## src/rtl/spart_pkg.sv

```systemverilog
// Shared SPART types and default frame geometry, common to the baud generator,
// the transmitter and the receiver.
package spart_pkg;

   localparam int SPART_OVERSAMPLE = 16;
   localparam int SPART_DATA_BITS  = 8;

   typedef enum logic [2:0] {
      IDLE,
      START,
      DATA,
      PARITY,
      STOP
   } rx_state_t;

endpackage

```

## src/rtl/spart_rx_if.sv

```systemverilog
// Receive-side bus of the SPART: baud enable, serial line, buffer read and status.
// parity_err exists only when SPART_RX_PARITY_EN is defined.
interface spart_rx_if #(
   parameter int DATA_BITS = 8
);
   logic                 rx_baud;
   logic                 rxd;
   logic                 rd_en;
   logic [DATA_BITS-1:0] rx_data;
   logic                 rda;
   logic                 framing_err;
   logic                 overrun_err;
`ifdef SPART_RX_PARITY_EN
   logic                 parity_err;
`endif

   modport master (
      output rx_baud, rxd, rd_en,
`ifdef SPART_RX_PARITY_EN
      input  parity_err,
`endif
      input  rx_data, rda, framing_err, overrun_err
   );

   modport slave (
      input  rx_baud, rxd, rd_en,
`ifdef SPART_RX_PARITY_EN
      output parity_err,
`endif
      output rx_data, rda, framing_err, overrun_err
   );

endinterface

```

## src/rtl/spart_rx_sync_2ff.sv

```systemverilog
// Generic two-flop synchronizer for asynchronous single-bit inputs; both flops
// reset to RESET_VAL so an idle line does not look active coming out of reset.
module sync_2ff #(
   parameter logic RESET_VAL = 1'b0
) (
   input  logic clk,
   input  logic rst,
   input  logic i_d,
   output logic o_q
);
   logic r_meta;
   logic r_sync;

   always_ff @(posedge clk) begin
      if (rst) begin
         r_meta <= RESET_VAL;
         r_sync <= RESET_VAL;
      end else begin
         r_meta <= i_d;
         r_sync <= r_meta;
      end
   end

   assign o_q = r_sync;

endmodule

```

## src/rtl/spart_rx.sv

```systemverilog
// SPART receiver: oversampled start detect, mid-bit sampling, LSB-first frames.
// Optional even parity bit and parity_err flag under SPART_RX_PARITY_EN.
module spart_rx
   import spart_pkg::*;
#(
   parameter int OVERSAMPLE = SPART_OVERSAMPLE,
   parameter int DATA_BITS  = SPART_DATA_BITS
) (
   input  logic      clk,
   input  logic      rst,
   spart_rx_if.slave bus
);
   localparam int TW = $clog2(OVERSAMPLE);
   localparam int BW = $clog2(DATA_BITS + 1);
   localparam logic [TW-1:0] TICK_HALF = TW'(OVERSAMPLE / 2 - 1);
   localparam logic [TW-1:0] TICK_LAST = TW'(OVERSAMPLE - 1);
   localparam logic [BW-1:0] BIT_LAST  = BW'(DATA_BITS - 1);

   rx_state_t            r_state;
   rx_state_t            w_next;
   logic                 w_rxd_s;
   logic [TW-1:0]        r_tick;
   logic [BW-1:0]        r_bit;
   logic [DATA_BITS-1:0] r_shift;
   logic [DATA_BITS-1:0] r_rx_data;
   logic                 r_rda;
   logic                 r_fe;
   logic                 r_oe;
   logic                 w_mid_bit;
   logic                 w_end_bit;
   logic                 w_tick_clr;
   logic                 w_bit_clr;
   logic                 w_shift;
   logic                 w_load;
`ifdef SPART_RX_PARITY_EN
   logic                 r_par;
   logic                 r_pe;
   logic                 w_par_smp;
`endif

   sync_2ff #(.RESET_VAL(1'b1)) u_rxd_sync (
      .clk (clk),
      .rst (rst),
      .i_d (bus.rxd),
      .o_q (w_rxd_s)
   );

   assign w_mid_bit = bus.rx_baud && (r_tick == TICK_HALF);
   assign w_end_bit = bus.rx_baud && (r_tick == TICK_LAST);

   always_ff @(posedge clk) begin
      if (rst) r_state <= IDLE;
      else     r_state <= w_next;
   end

   always_comb begin
      w_next     = r_state;
      w_tick_clr = 1'b0;
      w_bit_clr  = 1'b0;
      w_shift    = 1'b0;
      w_load     = 1'b0;
`ifdef SPART_RX_PARITY_EN
      w_par_smp  = 1'b0;
`endif
      case (r_state)
         IDLE: begin
            if (!w_rxd_s) begin
               w_tick_clr = 1'b1;
               w_next     = START;
            end
         end
         START: begin
            if (w_mid_bit) begin
               if (w_rxd_s) begin
                  w_next = IDLE;
               end else begin
                  w_tick_clr = 1'b1;
                  w_bit_clr  = 1'b1;
                  w_next     = DATA;
               end
            end
         end
         DATA: begin
            if (w_end_bit) begin
               w_shift = 1'b1;
               if (r_bit == BIT_LAST) begin
`ifdef SPART_RX_PARITY_EN
                  w_next = PARITY;
`else
                  w_next = STOP;
`endif
               end
            end
         end
`ifdef SPART_RX_PARITY_EN
         PARITY: begin
            if (w_end_bit) begin
               w_par_smp = 1'b1;
               w_next    = STOP;
            end
         end
`endif
         // Leaving at mid-stop-bit leaves half a bit to catch a back-to-back start.
         STOP: begin
            if (w_end_bit) begin
               w_load = 1'b1;
               w_next = IDLE;
            end
         end
         default: w_next = IDLE;
      endcase
   end

   always_ff @(posedge clk) begin
      if (rst) begin
         r_tick    <= '0;
         r_bit     <= '0;
         r_shift   <= '0;
         r_rx_data <= '0;
         r_rda     <= 1'b0;
         r_fe      <= 1'b0;
         r_oe      <= 1'b0;
`ifdef SPART_RX_PARITY_EN
         r_par     <= 1'b0;
         r_pe      <= 1'b0;
`endif
      end else begin
         if (w_tick_clr)       r_tick <= '0;
         else if (bus.rx_baud) r_tick <= r_tick + 1'b1;

         if (w_bit_clr)    r_bit <= '0;
         else if (w_shift) r_bit <= r_bit + 1'b1;

         if (w_shift) r_shift <= {w_rxd_s, r_shift[DATA_BITS-1:1]};
`ifdef SPART_RX_PARITY_EN
         if (w_par_smp) r_par <= w_rxd_s;
`endif
         // A load on the same cycle as a read wins; the read then cancels any overrun.
         if (w_load) begin
            r_rx_data <= r_shift;
            r_rda     <= 1'b1;
            r_fe      <= ~w_rxd_s;
            r_oe      <= ~bus.rd_en & (r_rda | r_oe);
`ifdef SPART_RX_PARITY_EN
            r_pe      <= ^{r_shift, r_par};
`endif
         end else if (bus.rd_en && r_rda) begin
            r_rda <= 1'b0;
            r_fe  <= 1'b0;
            r_oe  <= 1'b0;
`ifdef SPART_RX_PARITY_EN
            r_pe  <= 1'b0;
`endif
         end
      end
   end

   assign bus.rx_data     = r_rx_data;
   assign bus.rda         = r_rda;
   assign bus.framing_err = r_fe;
   assign bus.overrun_err = r_oe;
`ifdef SPART_RX_PARITY_EN
   assign bus.parity_err  = r_pe;
`endif

endmodule

```

## src/flat_wrapper.sv

```systemverilog
// flat-port wrapper written by rule: the top's interface ports become plain ports
module spart_rx_flat import spart_pkg::*;
#(
   parameter int OVERSAMPLE = SPART_OVERSAMPLE,
   parameter int DATA_BITS  = SPART_DATA_BITS
)
  (clk, rst, bus_rx_baud, bus_rxd, bus_rd_en, bus_rx_data, bus_rda, bus_framing_err, bus_overrun_err);
  spart_rx_if #(.DATA_BITS(DATA_BITS)) bus_i ();
  input  logic clk;
  input  logic rst;
  input wire logic [$bits(bus_i.rx_baud)-1:0] bus_rx_baud;
  input wire logic [$bits(bus_i.rxd)-1:0] bus_rxd;
  input wire logic [$bits(bus_i.rd_en)-1:0] bus_rd_en;
  output wire logic [$bits(bus_i.rx_data)-1:0] bus_rx_data;
  output wire logic [$bits(bus_i.rda)-1:0] bus_rda;
  output wire logic [$bits(bus_i.framing_err)-1:0] bus_framing_err;
  output wire logic [$bits(bus_i.overrun_err)-1:0] bus_overrun_err;
  assign bus_i.rx_baud = bus_rx_baud;
  assign bus_i.rxd = bus_rxd;
  assign bus_i.rd_en = bus_rd_en;
  assign bus_rx_data = bus_i.rx_data;
  assign bus_rda = bus_i.rda;
  assign bus_framing_err = bus_i.framing_err;
  assign bus_overrun_err = bus_i.overrun_err;
  spart_rx #(.OVERSAMPLE(OVERSAMPLE), .DATA_BITS(DATA_BITS)) u_core (.clk(clk), .rst(rst), .bus(bus_i));
endmodule
```

## config.mk

```make
export PLATFORM = sky130hd
export DESIGN_NAME = spart_rx_flat
export DESIGN_NICKNAME = d
export VERILOG_FILES = /design/src/rtl/spart_pkg.sv /design/src/rtl/spart_rx_if.sv /design/src/rtl/spart_rx_sync_2ff.sv /design/src/rtl/spart_rx.sv /design/src/flat_wrapper.sv
export SDC_FILE = /design/constraint.sdc
export NUM_CORES = 1
export LEC_CHECK = 0
export ABC_AREA = 1
export CORE_MARGIN = 2
export CORE_UTILIZATION = 55
export CTS_BUF_LIST = sky130_fd_sc_hd__clkbuf_8
export CTS_CLUSTER_SIZE = 14
export DETAILED_ROUTE_END_ITERATION = 6
export GPL_ROUTABILITY_DRIVEN = 0
export PLACE_DENSITY = 0.79
export SETUP_SLACK_MARGIN = 0.1
export SLEW_MARGIN = 40
export SYNTH_ARGS = -nofsm -noshare
export SYNTH_HDL_FRONTEND = slang
export SYNTH_SLANG_ARGS = --single-unit
```

## constraint.sdc

```tcl
create_clock -name clk -period 2.3 [get_ports clk]
set_clock_uncertainty 0.15 [all_clocks]
set_input_delay 0.23 -clock clk [delete_from_list [all_inputs] [get_ports clk]]
set_output_delay 0.23 -clock clk [all_outputs]
set_load 0.05 [all_outputs]
```

Yosys cells after proc, flatten, opt, wreduce, memory -nomap -nowiden
Index checks and enable logic that the tools add are counted.
W data, S select, Z words.
- shift-type cells: 0
- equality and inequality tests: 11
- bitwise operators: 4
- $mul: 0
- reductions and logical operators: 8
- $add $sub $neg: 2
- div/mod/pow operators: 0
- muxes and demuxes: 18
- $lt $le $gt $ge: 0
- operators with widths (operator ; number):
    $mux W3 ; 5
    $pmux W3 S4 ; 1
    $mux W1 ; 10
    $add A4 B1 Y4 const B ; 2
    $eq A4 B3 Y1 const B ; 2
    $ne A2 B1 Y1 const B ; 4
    $reduce_and A5 Y1 ; 1
    $eq A4 B4 Y1 const B ; 1
    $reduce_or A2 Y1 ; 2
    $eq A3 B1 Y1 const B ; 1
    $eq A3 B2 Y1 const B ; 1
    $eq A3 B3 Y1 const B ; 1
    $logic_and A1 B1 Y1 ; 3
    $logic_not A3 Y1 ; 1
    $mux W2 ; 1
    $ne A2 B2 Y1 const B ; 1
    $not A1 Y1 ; 2
    $pmux W1 S2 ; 1
    $reduce_bool A2 Y1 ; 1
    $and A1 B1 Y1 ; 1
    $or A1 B1 Y1 ; 1
- RAM bits: 0
- bits in read-only memories: 0
- latch bits: 0
- register bits: 32
- bits of input ports: 5
- word-level logic and storage cells: 53
- memories kept: 0

Depth between registers and ports, before layout
- word-level depth: 5
- gate-level depth with buffers: 10
- mapped depth without buffers: 10

By module
A second synthesis with hierarchy kept.
- cell total of the unflattened synthesis: 171
- area total of the unflattened synthesis: 1335.0 µm²
- by module, submodules not included (module ; area each (µm²) ; sequential area each (µm²) ; cells each ; instances):
    spart_rx ; 1276.2 ; 600.6 ; 164 ; 1
    sync_2ff ; 58.8 ; 40.0 ; 7 ; 1

Worst setup path before layout
Ideal clock, no wire load.
- path kind: reg-to-reg
- from: register u_core.r_tick[0]
- to: register u_core.r_bit[2]
- library setup time: 0.110 ns
- path slack: 0.897 ns
- clock period less this slack: 1.403 ns
- arrival: 1.143 ns
- cell stages (with the launch flop): 10
- path through: dfxtp_1 > ha_1 > nand2_2 > nor2_4 > nand2_4 > inv_2 > buf_6 > nand3_1 > nand3_1 > inv_1
- word-level cells in the longest chain between the ends: 5
- RTL lines (item ; line ; source):
    from (decl) ; spart_rx.sv:22 ; logic [TW-1:0] r_tick;
    from (signal assigned) ; spart_rx.sv:129 ; else if (bus.rx_baud) r_tick <= r_tick + 1'b1;
    $eq A4 B3 Y1 ; spart_rx.sv:48 ; assign w_mid_bit = bus.rx_baud && (r_tick == TICK_HALF);
    $logic_and A1 B1 Y1 ; spart_rx.sv:48 ;
    $mux W1 ; spart_rx.sv:73 ; if (w_mid_bit) begin
    $mux W1 ; spart_rx.sv:65 ; case (r_state)
    $reduce_or A2 Y1 (no line) ; - ;
    to (signal assigned) ; spart_rx.sv:132 ; else if (w_shift) r_bit <= r_bit + 1'b1;
    to (decl) ; spart_rx.sv:23 ; logic [BW-1:0] r_bit;
Parallel ways exist; a longest one is shown, timed or not.
A chain may end at the register's enable or synchronous reset.

Final worst setup path
- from: register u_core.r_rda (netlist: u_core.bus.rda)
- to: output port bus_rda
- RTL lines (item ; line ; source):
    from (decl) ; spart_rx.sv:26 ; logic r_rda;
    from (signal assigned) ; spart_rx.sv:120 ; r_rda <= 1'b0;
    from (signal assigned) ; spart_rx.sv:141 ; r_rda <= 1'b1;
    from (signal assigned) ; spart_rx.sv:148 ; r_rda <= 1'b0;
    to (decl) ; flat_wrapper.sv:15 ; output wire logic [$bits(bus_i.rda)-1:0] bus_rda;
No word-level cell between the ends.

==> results_dict.tcl <==
set metrics [dict create \
    status "finished clean" \
    clk_pin_slew_ns 0.07 \
    cts_tree "built" \
    diodes 0 \
    vias 1152 \
    synth_top_area_cell "dfxtp_1" \
    grt-ovfl-total 0 \
    min_from "u_core.u_rxd_sync.r_meta$_SDFF_PP1_" \
    cp_data_arrival_time_ns 1.49 \
    numCtsBuffers 5 \
    power_mw 1.06 \
    layout_min_cycle_time_ns 1.87 \
    syn_to_final_growth_pct 17.3 \
    ys_ff_latch 32 \
    synthTopCellsByCount "dfxtp_1, nand2_1, nor2_1" \
    gr-usage-met2_pct 38.7 \
    wl_per_cell_microns 11.9 \
    hold_viol 0 \
    synthTopCellsByArea "dfxtp_1, nand2_1, nand3_1" \
    cts.repair.resized 0 \
    fin_ws_ns 0.426 \
    yosysWarnings 0 \
    post_cts_buffers 0 \
    ys_seq_area_share_pct 47.6 \
    dpl.hpwl_microns 1950 \
    max-slew-margin-rel_pct 66.1 \
    p_leak_nw 0.647 \
    required_ns 1.92 \
    stdcell_area_sq_um 1580 \
    core_area_sq_um 2250 \
    placed_cell_area_sq_um 1490 \
    timing.fmax_mhz 534 \
    synth.distinct_cells 24 \
    whs_ns 0.266 \
    r2r_start "u_core.r_tick[0]$_SDFFE_PP0P_" \
    dp_slack_ns 0.247 \
    syn_nets 180 \
    cp_cell_sequence "clkdlybuf4s50_1" \
    drt_wl_total_microns 2610 \
    cap_violations 0 \
    max_stage_delay_ns 0.83 \
    rows 17 \
    path_class "reg -> out" \
    cp-end-kind "output port" \
    synth_top_cell_area_share_pct 47.6 \
    slowest_stage "clkdlybuf4s50_1" \
    clock-root-buffer "clkbuf_8" \
    synth_flop_cell "dfxtp_1" \
    cts_buffer_depth 2 \
    io_pins 16 \
    ctsHoldBuffers 0 \
    htreeDepth 2 \
    final_nets 197 \
    die-area_sq_um 2860 \
    grtUsageMet3_pct 9.32 \
    antenna_found_initial 0 \
    power.density_nw_per_um2 674 \
    fin_crit_sh_pct 81.5 \
    start_util_pct 59.7 \
    synth.avg_cell_area_sq_um 7.77 \
    met1_usage_pct 24.1 \
    portBuffers 15 \
    cts.sinks 32 \
    netlist_area_sq_um 1350 \
    grt_pass1_vias 1074 \
    async_flop_share_pct 0 \
    hold_path_end "u_core.u_rxd_sync.o_q$_SDFF_PP1_" \
    clkLatencyLatePin_ns 0.28 \
    finalSetupViolCount 0 \
    grt_pass1_wl_microns 4460 \
    cp-start-kind "flop" \
    drv_slew 0 \
    rsz0062_at_grt "no" \
    drt_iter0_markers 19 \
    busiest_layer "met2" \
    via_per_inst 5.26 \
    path_buf_inv 1 \
    synth_edf_count 0 \
    hold_class "reg -> reg" \
    drcViolationCount 0 \
    synth_cells 173 \
    grt_max_degree 17 \
    synth.most_common_cell "dfxtp_1" \
    grt_usage_pct 22.7 \
    dr.pass1.iters 4 \
    worstMarginPinSlew_ns 0.507 \
    rrSetupSlack_ns 0.52 \
    cp_top_family "buffers and inverters" \
    final_antenna_net_count 0 \
    vdd_drop_max_uv 487 \
    rr_endpoint "u_core.bus.overrun_err$_SDFFE_PP0P_" \
    min_path_cells 1 \
    worstPathMaxFanout 4 \
    layout-drive-gt1-share_pct 8.38 \
    r2r_cells 6 \
    dieWidth_microns 53.5 \
    setup_tns_ns 0 \
    die_h_microns 53.5 \
]
## final cells by class
class / count / area (sq um)
Timing Repair Buffer: 17 / 165
Sequential cell: 32 / 641
Clock buffer: 6 / 82.6
Tap cell: 28 / 35.0
Fill cell: 192 / 677
Inverter: 18 / 67.6
Multi-Input combinational cell: 116 / 579
Clock inverter: 2 / 7.51
## power breakdown
| group | internal, mW | leakage (nW) | switching, mW | total (mW) |
|---|---|---|---|---|
| combinational | 0.0263 | 0.334 | 0.0399 | 0.0661 |
| clock | 0.235 | 0.0538 | 0.195 | 0.429 |
| sequential | 0.563 | 0.259 | 0.00505 | 0.568 |
| total | 0.824 | 0.647 | 0.240 | 1.06 |
## worst max path at each step
stage / from / endpoint / cells after the start
after floorplan: u_core.r_tick[0]$_SDFFE_PP0P_ / u_core.r_bit[2]$_SDFFE_PP0P_ / 9
after global placement: bus_rx_baud / u_core.r_bit[2]$_SDFFE_PP0P_ / 8
after detailed placement: bus_rx_baud / u_core.bus.framing_err$_SDFFE_PP0P_ / 6
after CTS: u_core.bus.rda$_SDFFE_PP0P_ / bus_rda / 1
after global routing: u_core.r_tick[0]$_SDFFE_PP0P_ / u_core.r_bit[2]$_SDFFE_PP0P_ / 8
final: u_core.bus.rda$_SDFFE_PP0P_ / bus_rda / 1
## layer usage
metal	vias up	wire (microns)
met2	17	1350
li1	591	-
met1	537	1130
met3	7	86
met4	0	42
met5	-	0
## stage by stage
| step | cells | utilization [%] |
|---|---|---|
| finish | 219 | 70.0 |
| global route | 219 | 70.0 |
| CTS | 219 | 70.0 |
| detailed placement | 211 | 66.0 |
| global placement | 211 | 66.0 |
| floorplan | 173 | - |
## flip-flops by register name, indices dropped and copies added (netlist names)
| register | count |
|---|---|
| u_core.u_rxd_sync.r_meta | 1 |
| u_core.r_tick | 4 |
| u_core.r_bit | 4 |
| u_core.bus.framing_err | 1 |
| u_core.r_shift | 8 |
| u_core.bus.rda | 1 |
| u_core.bus.overrun_err | 1 |
| u_core.bus.rx_data | 8 |
| u_core.r_state | 3 |
| u_core.u_rxd_sync.o_q | 1 |
## cell families after synthesis
kind of cell	synth area share, %
simple gates	26.3
mux	0.744
flops	47.6
xor+xnor	1.95
fa+ha+maj	1.86
compound gates	12.2
buf+inv	9.30
## placed cells by master, fill, tap and decap left out, drive strengths merged, types with 3 or more instances in the layout
| master | synthesis | routed |
|---|---|---|
| nand2 | 33 | 33 |
| dfxtp | 32 | 32 |
| nor2 | 25 | 25 |
| inv | 18 | 20 |
| nand3 | 18 | 18 |
| a21oi | 17 | 17 |
| clkdlybuf4s50 | 0 | 15 |
| o21ai | 8 | 8 |
| clkbuf | 2 | 6 |
| xor2 | 3 | 3 |
No activity file was read; power rests on OpenSTA's default activity.
